===== src/rtl/dmem_pkg.sv =====
// Shared types and constants for the DataMemory arbiter.
package dmem_pkg;

  localparam int RAM_SIZE_BIT = 8;
  localparam int DATA_W       = 32;
  localparam int NUM_PORTS    = 2;

  localparam logic PORT_CPU = 1'b0;
  localparam logic PORT_DMA = 1'b1;

  typedef enum logic [1:0] {
    IDLE   = 2'd0,
    ACCESS = 2'd1,
    RESP   = 2'd2
  } state_t;

  // An address is illegal if it is not word aligned or points past the last word.
  function automatic logic addr_illegal(input logic [31:0] addr, input int ram_bits);
    logic [31:0] upper;
    upper = addr >> (ram_bits + 2);
    return (upper != 32'd0) || (addr[1:0] != 2'b00);
  endfunction

endpackage


===== src/rtl/dmem_arbiter_if.sv =====
// Bundle of both requester ports plus the DataMemory strobe bus.
interface dmem_arbiter_if #(
  parameter int DATA_W = 32
);

  // port 0: CPU load/store stage
  logic              p0_req;
  logic              p0_we;
  logic [31:0]       p0_addr;
  logic [DATA_W-1:0] p0_wdata;
  logic              p0_ack;
  logic              p0_err;
  logic [DATA_W-1:0] p0_rdata;

  // port 1: loader / DMA engine
  logic              p1_req;
  logic              p1_we;
  logic [31:0]       p1_addr;
  logic [DATA_W-1:0] p1_wdata;
  logic              p1_ack;
  logic              p1_err;
  logic [DATA_W-1:0] p1_rdata;

  // DataMemory side
  logic              mem_read;
  logic              mem_write;
  logic [31:0]       mem_addr;
  logic [DATA_W-1:0] mem_wdata;
  logic [DATA_W-1:0] mem_rdata;

  // Arbiter view
  modport slave (
    input  p0_req, p0_we, p0_addr, p0_wdata,
    output p0_ack, p0_err, p0_rdata,
    input  p1_req, p1_we, p1_addr, p1_wdata,
    output p1_ack, p1_err, p1_rdata,
    output mem_read, mem_write, mem_addr, mem_wdata,
    input  mem_rdata
  );

  // Requester + memory environment view
  modport master (
    output p0_req, p0_we, p0_addr, p0_wdata,
    input  p0_ack, p0_err, p0_rdata,
    output p1_req, p1_we, p1_addr, p1_wdata,
    input  p1_ack, p1_err, p1_rdata,
    input  mem_read, mem_write, mem_addr, mem_wdata,
    output mem_rdata
  );

endinterface


===== src/rtl/dmem_arbiter_rr_arb2.sv =====
// Combinational two-way round-robin pick: a lone requester always wins,
// on contention the port that was not granted last time wins.
module rr_arb2 (
  input  logic req0,
  input  logic req1,
  input  logic last_grant,
  output logic grant,
  output logic any_req
);

  import dmem_pkg::*;

  // Winner selection from the current requests and the previous grant
  always_comb begin
    any_req = req0 | req1;
    grant   = PORT_CPU;
    if (req0 && req1) begin
      grant = ~last_grant;
    end else if (req1) begin
      grant = PORT_DMA;
    end
  end

endmodule


===== src/rtl/dmem_arbiter.sv =====
// Two-port arbiter/sequencer for the single-port DataMemory.
// Each access takes three cycles: IDLE (sample + latch), ACCESS (memory
// strobes), RESP (one-cycle ack to the winner).
module dmem_arbiter #(
  parameter int RAM_SIZE_BIT = 8,
  parameter int DATA_W       = 32
) (
  input  logic          clk,
  input  logic          reset,
  dmem_arbiter_if.slave bus
);

  import dmem_pkg::*;

  state_t            state_q;
  state_t            state_d;

  logic              grant;
  logic              any_req;
  logic              last_grant;

  // winner's request fields as seen in IDLE
  logic              win_we;
  logic [31:0]       win_addr;
  logic [DATA_W-1:0] win_wdata;
  logic              win_err;

  // latched request of the access in flight
  logic              lat_id;
  logic              lat_we;
  logic [31:0]       lat_addr;
  logic [DATA_W-1:0] lat_wdata;
  logic              lat_err;

  // per-port response registers
  logic [1:0]        ack_q;
  logic [1:0]        err_q;
  logic [DATA_W-1:0] rdata_q [2];

  // memory strobes decoded from registered state only
  logic              mem_read;
  logic              mem_write;
  logic [31:0]       mem_addr;
  logic [DATA_W-1:0] mem_wdata;

  rr_arb2 u_rr_arb2 (
    .req0       (bus.p0_req),
    .req1       (bus.p1_req),
    .last_grant (last_grant),
    .grant      (grant),
    .any_req    (any_req)
  );

  // Route the winning port's request fields and classify its address
  always_comb begin
    win_we    = bus.p0_we;
    win_addr  = bus.p0_addr;
    win_wdata = bus.p0_wdata;
    if (grant == PORT_DMA) begin
      win_we    = bus.p1_we;
      win_addr  = bus.p1_addr;
      win_wdata = bus.p1_wdata;
    end
    win_err = addr_illegal(win_addr, RAM_SIZE_BIT);
  end

  // FSM state register
  always_ff @(posedge clk or negedge reset) begin
    if (!reset) begin
      state_q <= IDLE;
    end else begin
      state_q <= state_d;
    end
  end

  // FSM next state: requests are only looked at in IDLE
  always_comb begin
    state_d = state_q;
    case (state_q)
      IDLE:    if (any_req) state_d = ACCESS;
      ACCESS:  state_d = RESP;
      RESP:    state_d = IDLE;
      default: state_d = IDLE;
    endcase
  end

  // Latch the winner's request and advance round-robin history in IDLE
  always_ff @(posedge clk or negedge reset) begin
    if (!reset) begin
      last_grant <= PORT_DMA;
      lat_id     <= PORT_CPU;
      lat_we     <= 1'b0;
      lat_addr   <= '0;
      lat_wdata  <= '0;
      lat_err    <= 1'b0;
    end else if (state_q == IDLE && any_req) begin
      last_grant <= grant;
      lat_id     <= grant;
      lat_we     <= win_we;
      lat_addr   <= win_addr;
      lat_wdata  <= win_wdata;
      lat_err    <= win_err;
    end
  end

  // Memory strobes: active only in ACCESS, suppressed for illegal addresses
  always_comb begin
    mem_read  = 1'b0;
    mem_write = 1'b0;
    mem_addr  = '0;
    mem_wdata = '0;
    if (state_q == ACCESS) begin
      mem_addr  = lat_addr;
      mem_wdata = lat_wdata;
      mem_write = lat_we && !lat_err;
      mem_read  = !lat_we && !lat_err;
    end
  end

  // Capture the response at the closing edge of ACCESS; ack lives for RESP only
  always_ff @(posedge clk or negedge reset) begin
    if (!reset) begin
      ack_q      <= '0;
      err_q      <= '0;
      rdata_q[0] <= '0;
      rdata_q[1] <= '0;
    end else begin
      ack_q <= '0;
      err_q <= '0;
      if (state_q == ACCESS) begin
        ack_q[lat_id]   <= 1'b1;
        err_q[lat_id]   <= lat_err;
        rdata_q[lat_id] <= (lat_we || lat_err) ? '0 : bus.mem_rdata;
      end
    end
  end

  assign bus.mem_read  = mem_read;
  assign bus.mem_write = mem_write;
  assign bus.mem_addr  = mem_addr;
  assign bus.mem_wdata = mem_wdata;

  assign bus.p0_ack   = ack_q[0];
  assign bus.p0_err   = err_q[0];
  assign bus.p0_rdata = rdata_q[0];
  assign bus.p1_ack   = ack_q[1];
  assign bus.p1_err   = err_q[1];
  assign bus.p1_rdata = rdata_q[1];

endmodule


===== src/flat_wrapper.sv =====
// flat-port wrapper written by rule: the top's interface ports become plain ports
module dmem_arbiter_flat import dmem_pkg::*;
#(
  parameter int RAM_SIZE_BIT = 8,
  parameter int DATA_W       = 32
)
  (clk, reset, bus_p0_req, bus_p0_we, bus_p0_addr, bus_p0_wdata, bus_p0_ack, bus_p0_err, bus_p0_rdata, bus_p1_req, bus_p1_we, bus_p1_addr, bus_p1_wdata, bus_p1_ack, bus_p1_err, bus_p1_rdata, bus_mem_read, bus_mem_write, bus_mem_addr, bus_mem_wdata, bus_mem_rdata);
  dmem_arbiter_if #(.DATA_W(DATA_W)) bus_i ();
  input  logic clk;
  input  logic reset;
  input wire logic [$bits(bus_i.p0_req)-1:0] bus_p0_req;
  input wire logic [$bits(bus_i.p0_we)-1:0] bus_p0_we;
  input wire logic [$bits(bus_i.p0_addr)-1:0] bus_p0_addr;
  input wire logic [$bits(bus_i.p0_wdata)-1:0] bus_p0_wdata;
  output wire logic [$bits(bus_i.p0_ack)-1:0] bus_p0_ack;
  output wire logic [$bits(bus_i.p0_err)-1:0] bus_p0_err;
  output wire logic [$bits(bus_i.p0_rdata)-1:0] bus_p0_rdata;
  input wire logic [$bits(bus_i.p1_req)-1:0] bus_p1_req;
  input wire logic [$bits(bus_i.p1_we)-1:0] bus_p1_we;
  input wire logic [$bits(bus_i.p1_addr)-1:0] bus_p1_addr;
  input wire logic [$bits(bus_i.p1_wdata)-1:0] bus_p1_wdata;
  output wire logic [$bits(bus_i.p1_ack)-1:0] bus_p1_ack;
  output wire logic [$bits(bus_i.p1_err)-1:0] bus_p1_err;
  output wire logic [$bits(bus_i.p1_rdata)-1:0] bus_p1_rdata;
  output wire logic [$bits(bus_i.mem_read)-1:0] bus_mem_read;
  output wire logic [$bits(bus_i.mem_write)-1:0] bus_mem_write;
  output wire logic [$bits(bus_i.mem_addr)-1:0] bus_mem_addr;
  output wire logic [$bits(bus_i.mem_wdata)-1:0] bus_mem_wdata;
  input wire logic [$bits(bus_i.mem_rdata)-1:0] bus_mem_rdata;
  assign bus_i.p0_req = bus_p0_req;
  assign bus_i.p0_we = bus_p0_we;
  assign bus_i.p0_addr = bus_p0_addr;
  assign bus_i.p0_wdata = bus_p0_wdata;
  assign bus_p0_ack = bus_i.p0_ack;
  assign bus_p0_err = bus_i.p0_err;
  assign bus_p0_rdata = bus_i.p0_rdata;
  assign bus_i.p1_req = bus_p1_req;
  assign bus_i.p1_we = bus_p1_we;
  assign bus_i.p1_addr = bus_p1_addr;
  assign bus_i.p1_wdata = bus_p1_wdata;
  assign bus_p1_ack = bus_i.p1_ack;
  assign bus_p1_err = bus_i.p1_err;
  assign bus_p1_rdata = bus_i.p1_rdata;
  assign bus_mem_read = bus_i.mem_read;
  assign bus_mem_write = bus_i.mem_write;
  assign bus_mem_addr = bus_i.mem_addr;
  assign bus_mem_wdata = bus_i.mem_wdata;
  assign bus_i.mem_rdata = bus_mem_rdata;
  dmem_arbiter #(.RAM_SIZE_BIT(RAM_SIZE_BIT), .DATA_W(DATA_W)) u_core (.clk(clk), .reset(reset), .bus(bus_i));
endmodule

===== config.mk =====
export PLATFORM = sky130hd
export DESIGN_NAME = dmem_arbiter_flat
export DESIGN_NICKNAME = d
export VERILOG_FILES = /design/src/rtl/dmem_pkg.sv /design/src/rtl/dmem_arbiter_if.sv /design/src/rtl/dmem_arbiter_rr_arb2.sv /design/src/rtl/dmem_arbiter.sv /design/src/flat_wrapper.sv
export SDC_FILE = /design/constraint.sdc
export NUM_CORES = 1
export LEC_CHECK = 0
export ABC_AREA = 1
export BUFFER_PORTS_ARGS = -buffer_cell sky130_fd_sc_hd__buf_2
export CAP_MARGIN = 0
export CORE_MARGIN = 4
export CORE_UTILIZATION = 47
export DETAILED_ROUTE_END_ITERATION = 8
export PLACE_DENSITY = 0.8
export SLEW_MARGIN = 5
export SYNTH_ARGS = -nofsm -noshare
export SYNTH_HDL_FRONTEND = slang
export SYNTH_SLANG_ARGS = --single-unit
export TNS_END_PERCENT = 10

===== constraint.sdc =====
create_clock -name clk -period 1.9 [get_ports clk]
set_input_delay 0.095 -clock clk [delete_from_list [all_inputs] [get_ports clk]]
set_output_delay 0.095 -clock clk [all_outputs]
set_load 0.005 [all_outputs]

==> impl_summary.log, run 1 <==
[metrics] timing endpoint of the critical path: bus_mem_write
[metrics] row count: 43
[metrics] crit-path max cell delay: 380 ps
[metrics] nets in the synthesized netlist: 898
[metrics] vias in the first global route: 6852
[metrics] antenna-violating nets left: 0
[metrics] Pins Over Slew Limit: 0
[metrics] first-pass GRT wire length: 33400 um
[metrics] worst min path class: primary input to flip-flop
[metrics] 1st-iter DRT viols: 466
[metrics] core area: 13800 um^2
[metrics] clock-pin slew reported for the worst setup and hold paths after clock tree synthesis: 60 ps
[metrics] GP Congestion: between 0.9 and 1
[metrics] vias: 6595
[metrics] TritonRoute pass-1 iters: 5
[metrics] cell area after synthesis: 6610 um^2
[metrics] worst setup slack after placement: 227 ps
[metrics] RSZ-0062 raised after global routing: no
[metrics] min cycle time layout: 1790 ps
[metrics] Mapped Avg Cell Area: 9.03 um^2
[metrics] number of CTS-inserted buffers: 17
[metrics] vertical die dimension: 127 um
[metrics] total routing resource utilization after global routing: 26.3%
[metrics] worst clock skew: ~9.4 ps
[metrics] normalized max-slew margin: 64.5%
[metrics] clock sink total: 138
[metrics] antenna violations before repair: 0
[metrics] count of nets after finishing: 1264
[metrics] number of distinct library cells after synthesis: 29
[metrics] synthesized netlist cell count: 732
[metrics] Die Span X: 127 um
[metrics] run status: finished, final reports clean
[metrics] largest net degree at the start of global routing: 68
[metrics] most used cells in the layout excluding fill and tap cells: buf_2, nor2_1, dfrtp_1, inv_1, nand2_1
[metrics] clk_lat worst skew: 410 ps
[metrics] total negative slack for setup checks: 0 ps
[metrics] library cell contributing the largest single delay on the critical path: dfrtp_1
[metrics] Detailed Place HPWL: 13600 um
[metrics] fmax: 0.558 GHz
[metrics] area grow syn2layout: 45.1%
[metrics] Critical Path RT: 1800 ps
[metrics] Overflow after GRT: 0
[metrics] slew at the pin with the worst max-slew slack: 532 ps
[metrics] io pins: 300
[metrics] crit path capture type: primary output
[metrics] Post-synth top flop: dfrtp_1
[metrics] sequential cell area fraction in the yosys report: between 50% and 60%
[metrics] top fanout value on the critical path: 67
[metrics] source of the critical timing path: u_core.state_q[1]
[metrics] buffer levels on the longest clock path: 2
[metrics] Setup crit start kind: flip-flop
[metrics] number of buffers inserted by hold repair at cts: 76
[metrics] Worst Slack Setup Final: 107 ps
[metrics] fraction of final layout cells with drive strength greater than 1: 38.1%
[metrics] category of the most critical setup path: flip-flop to primary output
[metrics] r2r startpoint: u_core.last_grant
[metrics] hold violation count in the final report: 0
[metrics] DRC errors left: 0
[metrics] gr busiest metal: met2
[metrics] placement-stage cell area: 8250 um^2
[metrics] Setup violations, final: 0
[metrics] area of the multi-input gates: 2440 um^2
[metrics] Final Cycle Share: 94.4%
[metrics] Wirelength per Cell: 16.4 um
[metrics] total of fill cells in the finished design: 1019
[metrics] total number of H-tree levels: 4
[metrics] number of instances resized during post-cts repair: 0
[metrics] fraction of registers with async set/reset: 100%
[metrics] input/output buffers: ~300
[metrics] static leakage: 5.47 nW
[metrics] flop and latch count out of synthesis: ~140
[metrics] sequential cell area: 3450 um^2
[metrics] clock tree from TritonCTS: done
[metrics] register-to-register setup slack: about 200 ps
[metrics] buffer type at the clock tree root: clkbuf_16
[metrics] PwrDens: 1170 nW/um^2
[metrics] met2 Track Usage GR: 44.8%
[metrics] most common library cell in the layout ignoring fill and taps: buf_2
[metrics] Yosys warning count: 0
[metrics] setup fix buffers added after clock tree synthesis: 0
[metrics] critical path data arrival time: roughly 1700 ps
[metrics] maximum vdd ir drop: 0.000631 V
[metrics] Initial Utilization: 47.8%
[metrics] overall die area: between 15000 and 20000 um^2
[metrics] worst reg2reg path depth: 11
[metrics] met1 track demand over resource: 30.1%
[metrics] R2R Path End: u_core.lat_err
[metrics] number of enable-type register cells in the synthesized netlist: 0
[metrics] reported max-cap violation count: 0
[metrics] global routing met3 resource utilization: around 6.0%
[metrics] Fin Hold WS: between 15 and 20 ps
[metrics] Vias per Instance: 5.10
[metrics] WL final: between 20000 and 25000 um
[metrics] cell chain of the critical path: nor2_2 -> inv_2 -> buf_12 -> nor3_1 -> buf_2
[metrics] cell area after layout: 9590 um^2
[area by class of cell]
type	instances	share of cell area (%)
clock buffer	20	4.76
inverter	113	4.42
timing repair buffer	391	25.8
multi-input combinational	437	25.4
sequential	138	36.0
tap	180	2.35
antenna	1	0.0261
clock inverter	12	1.21
[through the flow]
step	utilization [%]	power (mW)	std cells
after floorplan	-	6.59	732
after global placement	59.7	7.81	1183
after detailed placement	59.7	7.92	1183
after CTS	69.3	11.2	1291
after global routing	69.3	12.0	1291
final	69.4	11.3	1292
[worst min-delay path by stage]
stage | slack, ps | end | depth (start not counted) | start
finish | 20 | u_core.lat_addr[26] | 5 | bus_p0_addr[26]
detailed placement | 80 | u_core.lat_addr[12] | 1 | reset
floorplan | -200 | u_core.ack_q[0] | 0 | reset
global route | 2 | u_core.lat_wdata[4] | 3 | bus_p0_wdata[4]
CTS | 3 | u_core.lat_wdata[31] | 3 | bus_p0_wdata[31]
global placement | 80 | u_core.lat_addr[11] | 1 | reset
[registers in the layout, summed over array words and instances, names as in the netlist, 2 cells and up]
| register | cells |
|---|---|
| u_core.lat_addr | 32 |
| u_core.ack_q | 2 |
| u_core.bus.p1_rdata | 32 |
| u_core.state_q | 2 |
| u_core.bus.p0_rdata | 32 |
| u_core.lat_wdata | 32 |
| u_core.err_q | 2 |
[layer usage]
| metal | share of wire [%] | routed length (um) |
|---|---|---|
| met4 | 5.3 | 1130 |
| met5 | 0 | 0 |
| met3 | 7.4 | 1570 |
| met1 | 38 | 8130 |
| met2 | 49 | 10400 |
[power breakdown]
part | switching [mW] | total [mW] | internal, mW
combinational | 2.46 | 4.08 | 1.62
clock | 1.29 | 3.17 | 1.88
sequential | 0.298 | 4.01 | 3.72
[critical path, delay by kind of cell (launching register included)]
kind / cells / cell delay (ps)
flops: 1 / 380
simple gates: 2 / 350
buf+inv: 3 / 550
[synth_stat cells, types with 3 or more instances]
master | count | area (um^2)
buf_2 | 22 | 110
buf_6 | 10 | 113
clkbuf_1 | 8 | 30.0
dfrtp_1 | 137 | 3430
inv_1 | 111 | 417
mux2_2 | 63 | 709
nand2_1 | 78 | 293
nand3_1 | 14 | 70.1
nand3b_1 | 4 | 30.0
nor2_1 | 153 | 574
nor3_1 | 3 | 15.0
o21ai_0 | 65 | 325
o21ai_2 | 4 | 35.0
o22ai_1 | 41 | 257
[cells by family (layout without fill, tap and decap cells)]
logic type	count (synthesis)	in the layout	share of synthesized area, %
flip-flops	138	138	52.3
multiplexers	64	64	10.9
AO/OA/AOI/OAI	113	113	9.60
buffers and inverters	157	536	10.8
AND/OR/NAND/NOR	260	260	16.4
other	0	1	0
Note: power is estimated with default switching activity, not from simulation.
==> inputs of run 2 (changes only) <==
--- a/config.mk
+++ b/config.mk
@@ -12,6 +12,7 @@
 export CORE_UTILIZATION = 47
 export DETAILED_ROUTE_END_ITERATION = 8
 export PLACE_DENSITY = 0.8
+export SETUP_SLACK_MARGIN = 0.15
 export SLEW_MARGIN = 5
 export SYNTH_ARGS = -nofsm -noshare
 export SYNTH_HDL_FRONTEND = slang
==> impl_summary.log, run 2 (synthesized netlist as in run 1, its figures left out) <==
[metrics] run status: finished, final reports clean
[metrics] highest layer used for signal routing: met4
[metrics] most common library cell in the layout ignoring fill and taps: buf_2
[metrics] Critical Path RT: 1800 ps (about the same)
[metrics] top fanout value on the critical path: 34 (-49%)
[metrics] Detail Route met3 WL: 1580 um (+1.1%)
[metrics] Pins Over Slew Limit: 0 (unchanged)
[metrics] worst reg2reg path depth: 6 (-5)
[metrics] Die Span X: 127 um (unchanged)
[metrics] setup fix buffers added after clock tree synthesis: 0 (unchanged)
[metrics] antenna-violating nets left: 0 (unchanged)
[metrics] total routed wire length on the met1 layer: 8270 um (+1.6%)
[metrics] number of cells after detailed placement: 1183 (unchanged)
[metrics] largest net degree at the start of global routing: 52 (-24%)
[metrics] first-pass GRT wire length: 33800 um (+1.2%)
[metrics] Setup crit start kind: flip-flop
[metrics] PwrDens: 1180 nW/um^2 (+0.60%)
[metrics] DRC errors left: 0 (unchanged)
[metrics] final cell count without fillers: 1293 (+0.077%)
[metrics] overall die area: 16000 um^2 (unchanged)
[metrics] clk_lat worst skew: 410 ps (about the same)
[metrics] fmax: 0.589 GHz (+5.6%)
[metrics] buffer type at the clock tree root: clkbuf_16
[metrics] maximum vdd ir drop: 0.000717 V (+14%)
[metrics] most used cells in the layout excluding fill and tap cells: buf_2, nor2_1, dfrtp_1, inv_1, nand2_1
[metrics] start point of the worst hold path: bus_p0_addr[26]
[metrics] count of nets after finishing: 1265 (+0.079%)
[metrics] buffer levels on the longest clock path: 2 (unchanged)
[metrics] Final Cycle Share: 89.4% (-5.0 points)
[metrics] normalized max-slew margin: 64.6% (+0.18 points)
[metrics] reported max-cap violation count: 0 (unchanged)
[metrics] clock tree from TritonCTS: done
[metrics] number of CTS-inserted buffers: 17 (unchanged)
[metrics] crit-path max cell delay: 380 ps (about the same)
[metrics] vias: 6629 (+0.52%)
[metrics] Detailed Place HPWL: 13600 um (unchanged)
[metrics] total negative slack for setup checks: 0 ps (unchanged)
[metrics] cell chain of the critical path: nor2_2 -> inv_4 -> buf_12 -> nor2_1 -> buf_2
[metrics] total of fill cells in the finished design: 1014 (-0.49%)
[metrics] r2r startpoint: u_core.last_grant
[metrics] 1st-iter DRT viols: 458 (-1.7%)
[metrics] sum of internal, switching and leakage power: 11.4 mW (+1.0%)
[metrics] Initial Utilization: 47.8% (unchanged)
[metrics] category of the most critical setup path: flip-flop to primary output
[metrics] Overflow after GRT: 0 (unchanged)
[metrics] clock sink total: 138 (unchanged)
[metrics] row count: 43 (unchanged)
[metrics] placement-stage cell area: 8250 um^2 (unchanged)
[metrics] fraction of final layout cells with drive strength greater than 1: 38.2% (+0.15 points)
[metrics] static leakage: 5.48 nW (+0.28%)
[metrics] cell area after layout: 9630 um^2 (+0.40%)
[metrics] vertical die dimension: 127 um (unchanged)
[metrics] io pins: 300 (unchanged)
[metrics] library cell contributing the largest single delay on the critical path: dfrtp_1
[metrics] worst min path class: primary input to flip-flop
[metrics] vias in the first global route: 6847 (-0.073%)
[metrics] total number of H-tree levels: 4 (unchanged)
[metrics] core area: 13800 um^2 (unchanged)
[metrics] crit path capture type: primary output
[metrics] worst clock skew: 9.32 ps (-0.0784 ps)
[metrics] slew at the pin with the worst max-slew slack: 530 ps (-2.62 ps)
[metrics] min cycle time layout: 1700 ps (-94.8 ps)
[metrics] Wirelength per Cell: 16.7 um (+1.5%)
[metrics] GP Congestion: 0.934 (unchanged)
[metrics] hold path depth: 5 (unchanged)
[metrics] clock-pin slew reported for the worst setup and hold paths after clock tree synthesis: 60 ps (about the same)
[metrics] area grow syn2layout: 45.7%
[metrics] WL met2: 10700 um (+3.0%)
[metrics] Vias per Instance: 5.13 (+0.44%)
[metrics] hold violation count in the final report: 0 (unchanged)
[metrics] Setup violations, final: 0 (unchanged)
[metrics] critical path data arrival time: 1600 ps (-100 ps)
[metrics] input/output buffers: 299 (unchanged)
[metrics] endpoint of the worst hold-timing path: u_core.lat_addr[26]
[metrics] TritonRoute pass-1 iters: 5 (unchanged)
[metrics] R2R Path End: u_core.lat_wdata[2]
[metrics] RSZ-0062 raised after global routing: yes
[metrics] total routing resource utilization after global routing: 26.7% (+0.40 points)
[metrics] antenna violations before repair: 0 (unchanged)
[metrics] register-to-register setup slack: 240 ps (+40 ps)
[metrics] WL final: 21600 um (+1.6%)
run 2: changes by cell type in the layout (fill, tap and decap cells not counted), sizes merged:
cell | before | now
buf | 315 | 316
run 2: through the flow:
stage	hold WS (ps)	worst slack, ps	utilization, %
2_1_floorplan	-201	499	-
3_3_place_gp	83.2	259	59.7
3_5_place_dp	84.8	227	59.7
4_1_cts	3.02	121	69.6
5_1_grt	1.91	119	69.6
6_report	21.5	202	69.6
run 2: metal layers:
layer  vias to the layer above  track usage [%]
li1                       3056                -
met1                      3135             31.1
met2                       350             45.5
met3                        88             5.98
met4                         0             14.6
met5                         -                0
run 2: cell type report:
class                      count  area [um^2]  area share (%)
timing repair buffer         392         2500            26.0
sequential                   138         3450            35.9
inverter                     113          427            4.43
clock inverter                12          116            1.21
clock buffer                  20          457            4.74
tap                          180          225            2.34
antenna                        1         2.50          0.0260
multi-input combinational    437         2440            25.4
run 2: worst max-delay path by stage:
stage | depth (start not counted) | start | endpoint
after global routing | 5 | u_core.state_q[1] | bus_mem_addr[27]
final | 5 | u_core.state_q[1] | bus_mem_addr[27]
after floorplan | 10 | u_core.last_grant | u_core.lat_err
after CTS | 5 | u_core.state_q[1] | bus_mem_write
after global placement | 11 | u_core.last_grant | u_core.lat_err
after detailed placement | 11 | u_core.last_grant | u_core.lat_err
run 2: critical path, delay by kind of cell, from the launching register on:
| family | cells | cell delay, ps |
|---|---|---|
| flops | 1 | 380 |
| simple gates | 2 | 350 |
| buf+inv | 3 | 470 |
run 2: timing repair:
action | CTS | global route
setup endpoints to repair | 45 | 7
hold endpoints to repair | 90 | 0
pin swaps | 0 | 0
hold buffers | 76 | 0
gates cloned | 1 | 0
resized for setup | 2 | 2
run 2: report_power, final:
part           internal (mW)  switching (mW)
combinational           1.68            2.51
clock                   1.88            1.29
sequential              3.72           0.301
